**config.mk**
```make
export PLATFORM = sky130hd
export DESIGN_NAME = radial_gain_corrector
export DESIGN_NICKNAME = d
export VERILOG_FILES = /design/src/rtl/radial_gain_corrector.sv
export SDC_FILE = /design/constraint.sdc
export NUM_CORES = 2
export LEC_CHECK = 0
export BUFFER_PORTS_ARGS = -buffer_cell sky130_fd_sc_hd__buf_2
export CAP_MARGIN = 20
export CORE_MARGIN = 5
export CORE_UTILIZATION = 58
export DETAILED_ROUTE_END_ITERATION = 8
export MAX_ROUTING_LAYER = met4
export PLACE_DENSITY = 0.78
export SLEW_MARGIN = 40
export SYNTH_ARGS = -nofsm -noshare
export SYNTH_HDL_FRONTEND = slang
export SYNTH_SLANG_ARGS = --single-unit
```
**constraint.sdc**
```tcl
create_clock -name clk -period 5.2 [get_ports clk]
set_input_delay 0.26 -clock clk [delete_from_list [all_inputs] [get_ports clk]]
set_output_delay 0.26 -clock clk [all_outputs]
set_load 0.05 [all_outputs]
```
**src/rtl/radial_gain_corrector.sv**
```systemverilog
// radial_gain_corrector
// Lens-shading style radial gain correction on a streaming pixel bus.
// Each pixel's squared distance from a programmable lens centre is scaled
// by a right shift and turned into a Q8.8 gain (attenuate towards a floor,
// boost towards a ceiling, or unity in bypass). Every channel is multiplied
// by that gain and clamped. Fixed 5-cycle latency, no back-pressure.
//
// Ports
//   clk, rst_n            clock, asynchronous active-low reset
//   vsync_i, valid_i      end-of-frame pulse and pixel strobe
//   pix_i                 NUM_CH packed channels, channel 0 in the LSBs
//   h_cnt, v_cnt          pixel coordinates
//   cfg_wr                writes all cfg_* fields into the shadow registers
//   cfg_mode              00 bypass, 01 attenuate, 10 boost, 11 bypass
//   cfg_cx, cfg_cy        lens centre
//   cfg_kshift            radial shift
//   cfg_min_gain          Q8.8 floor used by attenuate
//   vsync_o, valid_o      5-cycle delayed copies of vsync_i / valid_i
//   pix_o                 corrected pixel, zero whenever valid_o is low
//   cfg_pending_o         shadow holds a write not yet applied at vsync
module radial_gain_corrector #(
    parameter int          DATA_WIDTH = 8,
    parameter int          NUM_CH     = 3,
    parameter int          CNT_WIDTH  = 11,
    parameter logic [15:0] GAIN_MAX   = 16'd1023
) (
    input  logic                           clk,
    input  logic                           rst_n,
    input  logic                           vsync_i,
    input  logic                           valid_i,
    input  logic [NUM_CH*DATA_WIDTH-1:0]   pix_i,
    input  logic [CNT_WIDTH-1:0]           h_cnt,
    input  logic [CNT_WIDTH-1:0]           v_cnt,
    input  logic                           cfg_wr,
    input  logic [1:0]                     cfg_mode,
    input  logic [CNT_WIDTH-1:0]           cfg_cx,
    input  logic [CNT_WIDTH-1:0]           cfg_cy,
    input  logic [4:0]                     cfg_kshift,
    input  logic [15:0]                    cfg_min_gain,
    output logic                           vsync_o,
    output logic                           valid_o,
    output logic [NUM_CH*DATA_WIDTH-1:0]   pix_o,
    output logic                           cfg_pending_o
);
    localparam int PW   = NUM_CH * DATA_WIDTH;
    localparam int DXW  = CNT_WIDTH + 1;   // signed coordinate difference
    localparam int SQW  = 2 * DXW;         // square of a difference
    localparam int SUMW = SQW + 1;         // sum of two squares
    localparam int SW   = SUMW + 2;        // headroom for signed gain maths
    localparam int GW   = 16;              // Q8.8 gain
    localparam int PRW  = DATA_WIDTH + GW; // channel * gain

    localparam logic [CNT_WIDTH-1:0] RST_CX  = CNT_WIDTH'(640);
    localparam logic [CNT_WIDTH-1:0] RST_CY  = CNT_WIDTH'(360);
    localparam logic [4:0]           RST_KSH = 5'd12;
    localparam logic [GW-1:0]        UNITY   = 16'd256;
    localparam logic signed [SW-1:0] UNITY_S = SW'(256);

    // Shadow and active configuration
    logic [1:0]           sh_mode_q, sh_mode_d, act_mode_q, act_mode_d;
    logic [CNT_WIDTH-1:0] sh_cx_q, sh_cx_d, act_cx_q, act_cx_d;
    logic [CNT_WIDTH-1:0] sh_cy_q, sh_cy_d, act_cy_q, act_cy_d;
    logic [4:0]           sh_ksh_q, sh_ksh_d, act_ksh_q, act_ksh_d;
    logic [GW-1:0]        sh_min_q, sh_min_d, act_min_q, act_min_d;
    logic                 pending_q, pending_d;

    // Pipeline; each stage carries the configuration it still needs
    logic                  s1_valid_q, s1_valid_d, s1_vsync_q, s1_vsync_d;
    logic [PW-1:0]         s1_pix_q, s1_pix_d;
    logic signed [DXW-1:0] s1_dx_q, s1_dx_d, s1_dy_q, s1_dy_d;
    logic [1:0]            s1_mode_q, s1_mode_d;
    logic [4:0]            s1_ksh_q, s1_ksh_d;
    logic [GW-1:0]         s1_min_q, s1_min_d;

    logic                  s2_valid_q, s2_valid_d, s2_vsync_q, s2_vsync_d;
    logic [PW-1:0]         s2_pix_q, s2_pix_d;
    logic [SQW-1:0]        s2_sqx_q, s2_sqx_d, s2_sqy_q, s2_sqy_d;
    logic [1:0]            s2_mode_q, s2_mode_d;
    logic [4:0]            s2_ksh_q, s2_ksh_d;
    logic [GW-1:0]         s2_min_q, s2_min_d;

    logic                  s3_valid_q, s3_valid_d, s3_vsync_q, s3_vsync_d;
    logic [PW-1:0]         s3_pix_q, s3_pix_d;
    logic [SUMW-1:0]       s3_term_q, s3_term_d;
    logic [1:0]            s3_mode_q, s3_mode_d;
    logic [GW-1:0]         s3_min_q, s3_min_d;

    logic                  s4_valid_q, s4_valid_d, s4_vsync_q, s4_vsync_d;
    logic [PW-1:0]         s4_pix_q, s4_pix_d;
    logic [GW-1:0]         s4_gain_q, s4_gain_d;

    logic                  valid_o_q, valid_o_d, vsync_o_q, vsync_o_d;
    logic [PW-1:0]         pix_o_q, pix_o_d;

    // Combinational helpers
    logic signed [SQW-1:0] dx_ext, dy_ext;
    logic [SUMW-1:0]       sq_sum;
    logic signed [SW-1:0]  att_s, min_s;
    logic [SW-1:0]         boost_sum, gmax_ext;
    logic [PW-1:0]         ch_scaled;

    // Per-channel multiply, truncate and saturate
    generate
        for (genvar gi = 0; gi < NUM_CH; gi++) begin : g_ch
            logic [DATA_WIDTH-1:0] ch;
            logic [PRW-1:0]        prod;
            logic [PRW-9:0]        shifted;
            assign ch      = s4_pix_q[gi*DATA_WIDTH +: DATA_WIDTH];
            assign prod    = {{GW{1'b0}}, ch} * {{DATA_WIDTH{1'b0}}, s4_gain_q};
            assign shifted = prod[PRW-1:8];
            assign ch_scaled[gi*DATA_WIDTH +: DATA_WIDTH] =
                (shifted > {{(PRW-8-DATA_WIDTH){1'b0}}, {DATA_WIDTH{1'b1}}})
                    ? {DATA_WIDTH{1'b1}} : shifted[DATA_WIDTH-1:0];
        end
    endgenerate

    always_comb begin
        // Shadow capture; the active copy follows the shadow's next value so
        // a write coinciding with vsync_i takes effect straight away.
        sh_mode_d = sh_mode_q; sh_cx_d = sh_cx_q; sh_cy_d = sh_cy_q;
        sh_ksh_d  = sh_ksh_q;  sh_min_d = sh_min_q;
        if (cfg_wr) begin
            sh_mode_d = cfg_mode; sh_cx_d = cfg_cx; sh_cy_d = cfg_cy;
            sh_ksh_d  = cfg_kshift; sh_min_d = cfg_min_gain;
        end
        act_mode_d = act_mode_q; act_cx_d = act_cx_q; act_cy_d = act_cy_q;
        act_ksh_d  = act_ksh_q;  act_min_d = act_min_q;
        if (vsync_i) begin
            act_mode_d = sh_mode_d; act_cx_d = sh_cx_d; act_cy_d = sh_cy_d;
            act_ksh_d  = sh_ksh_d;  act_min_d = sh_min_d;
        end
        pending_d = pending_q;
        if (cfg_wr)  pending_d = 1'b1;
        if (vsync_i) pending_d = 1'b0;

        // S1: offsets from centre, snapshot of the active configuration
        s1_valid_d = valid_i;
        s1_vsync_d = vsync_i;
        s1_pix_d   = pix_i;
        s1_dx_d    = $signed({1'b0, h_cnt}) - $signed({1'b0, act_cx_q});
        s1_dy_d    = $signed({1'b0, v_cnt}) - $signed({1'b0, act_cy_q});
        s1_mode_d  = act_mode_q;
        s1_ksh_d   = act_ksh_q;
        s1_min_d   = act_min_q;

        // S2: squares (always non-negative, so stored unsigned)
        dx_ext     = {{DXW{s1_dx_q[DXW-1]}}, s1_dx_q};
        dy_ext     = {{DXW{s1_dy_q[DXW-1]}}, s1_dy_q};
        s2_sqx_d   = dx_ext * dx_ext;
        s2_sqy_d   = dy_ext * dy_ext;
        s2_valid_d = s1_valid_q; s2_vsync_d = s1_vsync_q; s2_pix_d = s1_pix_q;
        s2_mode_d  = s1_mode_q;  s2_ksh_d   = s1_ksh_q;   s2_min_d = s1_min_q;

        // S3: radial term
        sq_sum     = {1'b0, s2_sqx_q} + {1'b0, s2_sqy_q};
        s3_term_d  = sq_sum >> s2_ksh_q;
        s3_valid_d = s2_valid_q; s3_vsync_d = s2_vsync_q; s3_pix_d = s2_pix_q;
        s3_mode_d  = s2_mode_q;  s3_min_d   = s2_min_q;

        // S4: gain select. Attenuate goes negative for large terms, so it is
        // evaluated wide and signed before comparing against the floor.
        att_s     = UNITY_S - $signed({2'b00, s3_term_q});
        min_s     = $signed({{(SW-GW){1'b0}}, s3_min_q});
        boost_sum = {2'b00, s3_term_q} + SW'(256);
        gmax_ext  = {{(SW-GW){1'b0}}, GAIN_MAX};
        case (s3_mode_q)
            2'b01:   s4_gain_d = (att_s > min_s) ? att_s[GW-1:0] : s3_min_q;
            2'b10:   s4_gain_d = (boost_sum > gmax_ext) ? GAIN_MAX : boost_sum[GW-1:0];
            default: s4_gain_d = UNITY;
        endcase
        s4_valid_d = s3_valid_q; s4_vsync_d = s3_vsync_q; s4_pix_d = s3_pix_q;

        // S5: outputs; pixel forced to zero when not valid
        valid_o_d = s4_valid_q;
        vsync_o_d = s4_vsync_q;
        pix_o_d   = s4_valid_q ? ch_scaled : '0;
    end

    always_ff @(posedge clk or negedge rst_n) begin
        if (!rst_n) begin
            sh_mode_q  <= 2'b00;  sh_cx_q  <= RST_CX; sh_cy_q  <= RST_CY;
            sh_ksh_q   <= RST_KSH; sh_min_q <= '0;
            act_mode_q <= 2'b00;  act_cx_q <= RST_CX; act_cy_q <= RST_CY;
            act_ksh_q  <= RST_KSH; act_min_q <= '0;
            pending_q  <= 1'b0;
            s1_valid_q <= 1'b0; s1_vsync_q <= 1'b0; s1_pix_q <= '0;
            s1_dx_q    <= '0;   s1_dy_q    <= '0;
            s1_mode_q  <= '0;   s1_ksh_q   <= '0;   s1_min_q <= '0;
            s2_valid_q <= 1'b0; s2_vsync_q <= 1'b0; s2_pix_q <= '0;
            s2_sqx_q   <= '0;   s2_sqy_q   <= '0;
            s2_mode_q  <= '0;   s2_ksh_q   <= '0;   s2_min_q <= '0;
            s3_valid_q <= 1'b0; s3_vsync_q <= 1'b0; s3_pix_q <= '0;
            s3_term_q  <= '0;   s3_mode_q  <= '0;   s3_min_q <= '0;
            s4_valid_q <= 1'b0; s4_vsync_q <= 1'b0; s4_pix_q <= '0;
            s4_gain_q  <= '0;
            valid_o_q  <= 1'b0; vsync_o_q  <= 1'b0; pix_o_q  <= '0;
        end else begin
            sh_mode_q  <= sh_mode_d;  sh_cx_q  <= sh_cx_d;  sh_cy_q  <= sh_cy_d;
            sh_ksh_q   <= sh_ksh_d;   sh_min_q <= sh_min_d;
            act_mode_q <= act_mode_d; act_cx_q <= act_cx_d; act_cy_q <= act_cy_d;
            act_ksh_q  <= act_ksh_d;  act_min_q <= act_min_d;
            pending_q  <= pending_d;
            s1_valid_q <= s1_valid_d; s1_vsync_q <= s1_vsync_d; s1_pix_q <= s1_pix_d;
            s1_dx_q    <= s1_dx_d;    s1_dy_q    <= s1_dy_d;
            s1_mode_q  <= s1_mode_d;  s1_ksh_q   <= s1_ksh_d;   s1_min_q <= s1_min_d;
            s2_valid_q <= s2_valid_d; s2_vsync_q <= s2_vsync_d; s2_pix_q <= s2_pix_d;
            s2_sqx_q   <= s2_sqx_d;   s2_sqy_q   <= s2_sqy_d;
            s2_mode_q  <= s2_mode_d;  s2_ksh_q   <= s2_ksh_d;   s2_min_q <= s2_min_d;
            s3_valid_q <= s3_valid_d; s3_vsync_q <= s3_vsync_d; s3_pix_q <= s3_pix_d;
            s3_term_q  <= s3_term_d;  s3_mode_q  <= s3_mode_d;  s3_min_q <= s3_min_d;
            s4_valid_q <= s4_valid_d; s4_vsync_q <= s4_vsync_d; s4_pix_q <= s4_pix_d;
            s4_gain_q  <= s4_gain_d;
            valid_o_q  <= valid_o_d;  vsync_o_q  <= vsync_o_d;  pix_o_q  <= pix_o_d;
        end
    end

    assign valid_o       = valid_o_q;
    assign vsync_o       = vsync_o_q;
    assign pix_o         = pix_o_q;
    assign cfg_pending_o = pending_q;

endmodule

```
# Yosys cells after proc, flatten, opt, wreduce, memory -nomap -nowiden
# Cells that the tools add are included.
[totals] regBits=398 out_inout_bits=27 memories=0 rom_bits=0 latchBits=0 mem_bits_rw=0
[classes] n_eq_ne=2 n_mux=14 shifts=1 n_bitwise=0 addsub=5 div_mod_pow=0 mul=5 n_reduce_logical=1 order_cmp=5
[op_table] op="$mul 8x16->24" n=3
[op_table] op="$gt 16x8->1 const B" n=3
[op_table] op="$mul 12x12->24" n=2
[op_table] op="$mux 16" n=3
[op_table] op="$pmux 16 s2" n=1
[op_table] op="$add 25x9->26 const B" n=1
[op_table] op="$gt 26x10->1 const B" n=1
[op_table] op="$gt 26x17->1" n=1
[op_table] op="$sub 9x25->26 const A" n=1
[op_table] op="$add 24x24->25" n=1
[op_table] op="$shr 25x5->25" n=1
[op_table] op="$mux 24" n=1
[op_table] op="$mux 8" n=3
[op_table] op="$sub 11x11->12" n=2
[op_table] op="$mux 11" n=2
[op_table] op="$mux 5" n=1
[op_table] op="$eq 2x1->1 const B" n=1
[op_table] op="$eq 2x2->1 const B" n=1
[op_table] op="$mux 1" n=2
[op_table] op="$mux 2" n=1
[op_table] op="$reduce_bool 2->1" n=1

# Depth between registers and ports, before layout
[logic_depth] word_depth=4 mapped_depth=22

# Least setup slack after synthesis
# No wires, ideal clock.
[synth_timing] path_kind="register to register" from="register s1_dy_q[5]" to="register s2_sqy_q[23]" arrival_time_ns=5.281 synth_period_minus_slack_ns=5.415 path_stages_with_launch=21 slack_ns=-0.215 required_ns=5.066 cell_sequence="dfrtp_1 > clkbuf_1 > nand2_1 > fa_1 > fa_1 > inv_1 > fa_1 > inv_1 > fa_1 > inv_1 > fa_1 > ha_1 > or2_2 > a21oi_1 > a31oi_1 > a41oi_1 > a2111oi_0 > o21a_1 > o21a_1 > o41ai_1 > xnor2_1"
[synth_between] elab_chain_cells=1
[synth_lines] item="start, declared" line_no="70" source="logic signed [DXW-1:0] s1_dx_q, s1_dx_d, s1_dy_q, s1_dy_d;"
[synth_lines] item="start signal, assigned" line_no="187" source="s1_dx_q <= '0; s1_dy_q <= '0;"
[synth_lines] item="start signal, assigned" line_no="204" source="s1_dx_q <= s1_dx_d; s1_dy_q <= s1_dy_d;"
[synth_lines] item="$mul 12x12->24" line_no="150" source="s2_sqy_d = dy_ext * dy_ext;"
[synth_lines] item="net s2_sqy_d[23]" line_no="77" source="logic [SQW-1:0] s2_sqx_q, s2_sqx_d, s2_sqy_q, s2_sqy_d;"
[synth_lines] item="end signal, assigned" line_no="207" source="s2_sqx_q <= s2_sqx_d; s2_sqy_q <= s2_sqy_d;"
[synth_lines] item="end, declared" line_no="77"
# The timed path passes the listed nets, and every way through them passes these cells.
# A chain may end at the register's enable or synchronous reset.

# Final worst setup path
[layout_timing] from="register s1_dx_q[6]" to="register s2_sqx_q[23]"
[layout_between] elab_chain_cells=1
[layout_lines] item="start, declared" line_no="70"
[layout_lines] item="start signal, assigned" line_no="187"
[layout_lines] item="start signal, assigned" line_no="204"
[layout_lines] item="$mul 12x12->24" line_no="149" source="s2_sqx_d = dx_ext * dx_ext;"
[layout_lines] item="net s2_sqx_d[23]" line_no="77"
[layout_lines] item="end signal, assigned" line_no="207"
[layout_lines] item="end, declared" line_no="77"
# The timed path passes the listed nets, and every way through them passes these cells.

==> flow_metrics.py <==
metrics = {
    "layout": {
        "nets": 4954,
        "synthToLayoutAreaGrowth_pct": 19.00,
        "drive_gt1_frac": 0.2096,
        "fill_cells": 4520,
        "final_cells": 4949,
    },
    "die": {
        "dieArea_um2": 69390,
        "die_x_um": 263.4,
        "rows": 93,
        "start_util": 0.5820,
        "core_area_um2": 64000,
        "die_y_um": 263.4,
        "io_pins": 123,
    },
    "worst_setup_path": {
        "cp.required_ns": 5.70,
        "critPathBufInv": 3,
        "slowest_delay_ns": 0.57,
        "start_kind": "register",
        "crit_chain": "buf_6 > and2_4 > fa_1 > ha_4 > inv_2 > fa_1 > fa_1 > fa_1 > inv_2 > ha_4 > a21o_1 > a21oi_2 > o211a_1 > o31a_1 > a2111o_1 > a21boi_2 > o21ai_2 > a21oi_2 > xnor2_1",
        "end_kind": "register",
        "cpMostUsedCell": "fa_1",
        "cp_top_family": "adder cells",
        "worstPathArrival_ns": 5.91,
        "critPathKind": "reg2reg",
        "cp_max_fo": 3,
        "crit_slowest_cell": "fa_1",
    },
    "detailed_routing": {
        "first_pass_iters": 5,
        "drc": 0,
        "drtIter0Drc": 1412,
        "antenna_left": 0,
        "post_drt_wl_per_cell_um": 17.48,
        "vias": 26670,
        "vias_per_cell": 5.389,
        "postRouteWirelength_um": 86490,
    },
    "synth": {
        "synth_nets": 4556,
        "yosysWarnings": 0,
        "synth_seq_cells": 396,
        "synth_area_um2": 37250,
        "synth-compound-area-share": 0.07750,
        "syn_area_per_cell_um2": 10.17,
        "synth_fa_ha_area_frac": 0.3684,
        "ys.flop_type": "dfrtp_1",
        "yosysSeqAreaShare": 0.2666,
        "syn_inst": 3662,
        "synth-edff-count": 0,
        "yosys.area_share.simple": 0.1430,
        "synthMuxAreaShare": 0.03598,
        "synth_cell_type_count": 97,
        "async_flop_share": 1.000,
        "synth_top_family_by_area": "adder cells",
        "synth_xor_area_frac": 0.02869,
    },
    "place": {
        "portBuffers": 122,
        "hpwl_um": 63460,
        "dp_cells": 4726,
        "gp_congestion": 0.9286,
    },
    "cts": {
        "numCtsBuffers": 44,
        "clk_path_buf_depth": 3,
        "cts.sinks": 396,
        "h-tree-depth": 2,
        "root_buffer": "clkbuf_16",
        "cts_tree": "yes",
        "clkTransAtPathRegs_ns": 0.06,
        "clock_latency_ns": 0.60,
    },
    "min_path": {
        "hp-class": "in2reg",
    },
    "sta": {
        "layout_setup_ws_ns": -0.2043,
        "fmax_ghz": 0.1850,
        "setup_viol": 20,
        "fin_crit_ns": 5.404,
        "slew_violations": 0,
        "min_period_over_period": 1.039,
        "slew_headroom": 0.4983,
        "hold_violations": 0,
        "grt_setup_unrepaired": "yes",
        "tightestPinTransition_ns": 0.7525,
        "finClkSkew_ns": 0.02256,
    },
    "run": {
        "max-cap-violations": 0,
    },
    "global_routing": {
        "use_met3": 0.03196,
        "grt_usage": 0.2542,
        "grt_antenna_before_repair": 1,
        "grt_use_met1": 0.3098,
        "gr-total-overflow": 0,
        "grt_pass1_vias": 29040,
        "grt_pass1_wl_um": 142700,
        "grt_max_degree": 128,
        "grt.busiest_layer": "met2",
        "met2_usage": 0.4444,
    },
    "run_status": {
        "status": "finished, violations left",
        "violations": "setup timing",
    },
}
==> synth_stat cells, drive strengths merged (40+ instances only) <==
library cell    n  area share
nor2          138       0.014
nand3          53      0.0071
o21ai         105       0.014
mux2           81       0.024
and2          385       0.065
inv           642       0.065
a21o           45      0.0091
nor3           40      0.0055
xnor2          89       0.021
a21oi          81       0.011
fa            498        0.27
nand2         254       0.026
clkbuf        120       0.012
dfrtp         380        0.26
ha            300        0.10
==> per-layer routing <==
| layer | vias to the layer above | share of wire |
|---|---|---|
| li1 | 12380 | - |
| met1 | 13450 | 0.40 |
| met2 | 632 | 0.52 |
| met3 | 214 | 0.040 |
| met4 | 0 | 0.038 |
| met5 | - | 0 |
==> kinds of logic after synthesis <==
kind of cell,count (synthesis)
simple gates,1018
buf+inv,783
compound gates,430
flops,396
fa+ha+maj,798
xor+xnor,122
mux,115
==> worst register-to-register path, stage by stage (launching register included) <==
cell,delay [ns]
dfrtp_2,0.46
buf_6,0.15
and2_4,0.15
fa_1,0.49
ha_4,0.29
inv_2,0.03
fa_1,0.57
fa_1,0.48
fa_1,0.57
inv_2,0.06
ha_4,0.28
a21o_1,0.14
a21oi_2,0.07
o211a_1,0.25
o31a_1,0.31
a2111o_1,0.45
a21boi_2,0.16
o21ai_2,0.09
a21oi_2,0.16
xnor2_1,0.15
==> registers in the layout, summed over array words and instances, names as in the netlist, 23 cells and up <==
register	flops
pix_o	24
s3_term_q	25
s2_sqy_q	23
s1_pix_q	24
s4_pix_q	24
s3_pix_q	24
s2_pix_q	24
s2_sqx_q	23
==> layout make-up <==
class / instances / area, um^2 / share of cell area
clock buffers: 56 / 1206 / 0.02721
clock inverters: 23 / 346.6 / 0.007820
multi-input cells: 2483 / 25500 / 0.5753
diodes: 1 / 2.502 / 0.00005646
inverters: 644 / 2420 / 0.05460
flip-flops and latches: 396 / 9977 / 0.2251
repair buffers: 491 / 3804 / 0.08582
well taps: 855 / 1070 / 0.02414
==> timing repair <==
action,in CTS,in global routing
buffers inserted,45,30
endpoints found under the setup margin,33,35
hold buffers,72,0
gates resized for setup,147,183
endpoints found under the hold margin,174,0
pin swaps,110,150
==> worst paths after layout <==
kind	from	to	slack (ns)	depth (start not counted)
max in group asynchronous	rst_n	s3_term_q[0]	3.74	4
worst min-delay path	v_cnt[0]	s1_dy_q[0]	0.02	4
worst min register to register	s3_pix_q[5]	s4_pix_q[5]	0.33	0
worst max-delay path	s1_dx_q[6]	s2_sqx_q[23]	-0.20	19
worst max register to register	s1_dx_q[6]	s2_sqx_q[23]	-0.20	19
min in group asynchronous	rst_n	s2_pix_q[11]	0.11	2
==> layout by cell type, fill, tap and decap left out, types with 15 or more instances in the layout <==
master         netlist  layout
a211oi_1            17      15
a21o_1              45      45
a21oi_1             81      67
a31oi_1             18      17
and2_1             383     352
and2_4               0      29
and3_1              22      21
buf_2                7     120
buf_4                2     249
buf_6                1      42
clkbuf_16            0      44
dfrtp_1            380     342
dfrtp_2              0      38
dfstp_2             16      16
dlygate4sd3_1        0      72
fa_1               498     473
fa_2                 0      25
ha_1               300     266
ha_4                 0      28
inv_1              641     625
inv_2                1      16
mux2_2              78      78
mux2i_1             27      26
nand2_1            254     240
nand2b_1            31      29
nand3_1             53      50
nor2_1             138     129
nor2b_1             26      24
nor3_1              39      32
o21a_1              39      39
o21ai_0             94      85
or3_1               19      17
xnor2_1             89      85
xor2_1              33      32
==> metrics by stage <==
step | instance area (um^2) | setup TNS (ns) | hold WS [ns] | util | setup slack, ns
after global routing | 44320 | -6.786 | 0.03225 | 0.6926 | -0.3628
after global placement | 40140 | -6.475 | 0.3318 | 0.6271 | -0.2711
after detailed placement | 40140 | -10.65 | 0.3219 | 0.6273 | -0.4696
after CTS | 43320 | -2.354 | 0.004711 | 0.6769 | -0.2000
final | 44320 | -2.257 | 0.02171 | 0.6926 | -0.2043
after floorplan | 37290 | -0.03590 | -0.03559 | - | -0.03590
Power is left out: the tool's default activity adds up to more than one toggle a clock period on the data nets, which glitch-free logic cannot reach.
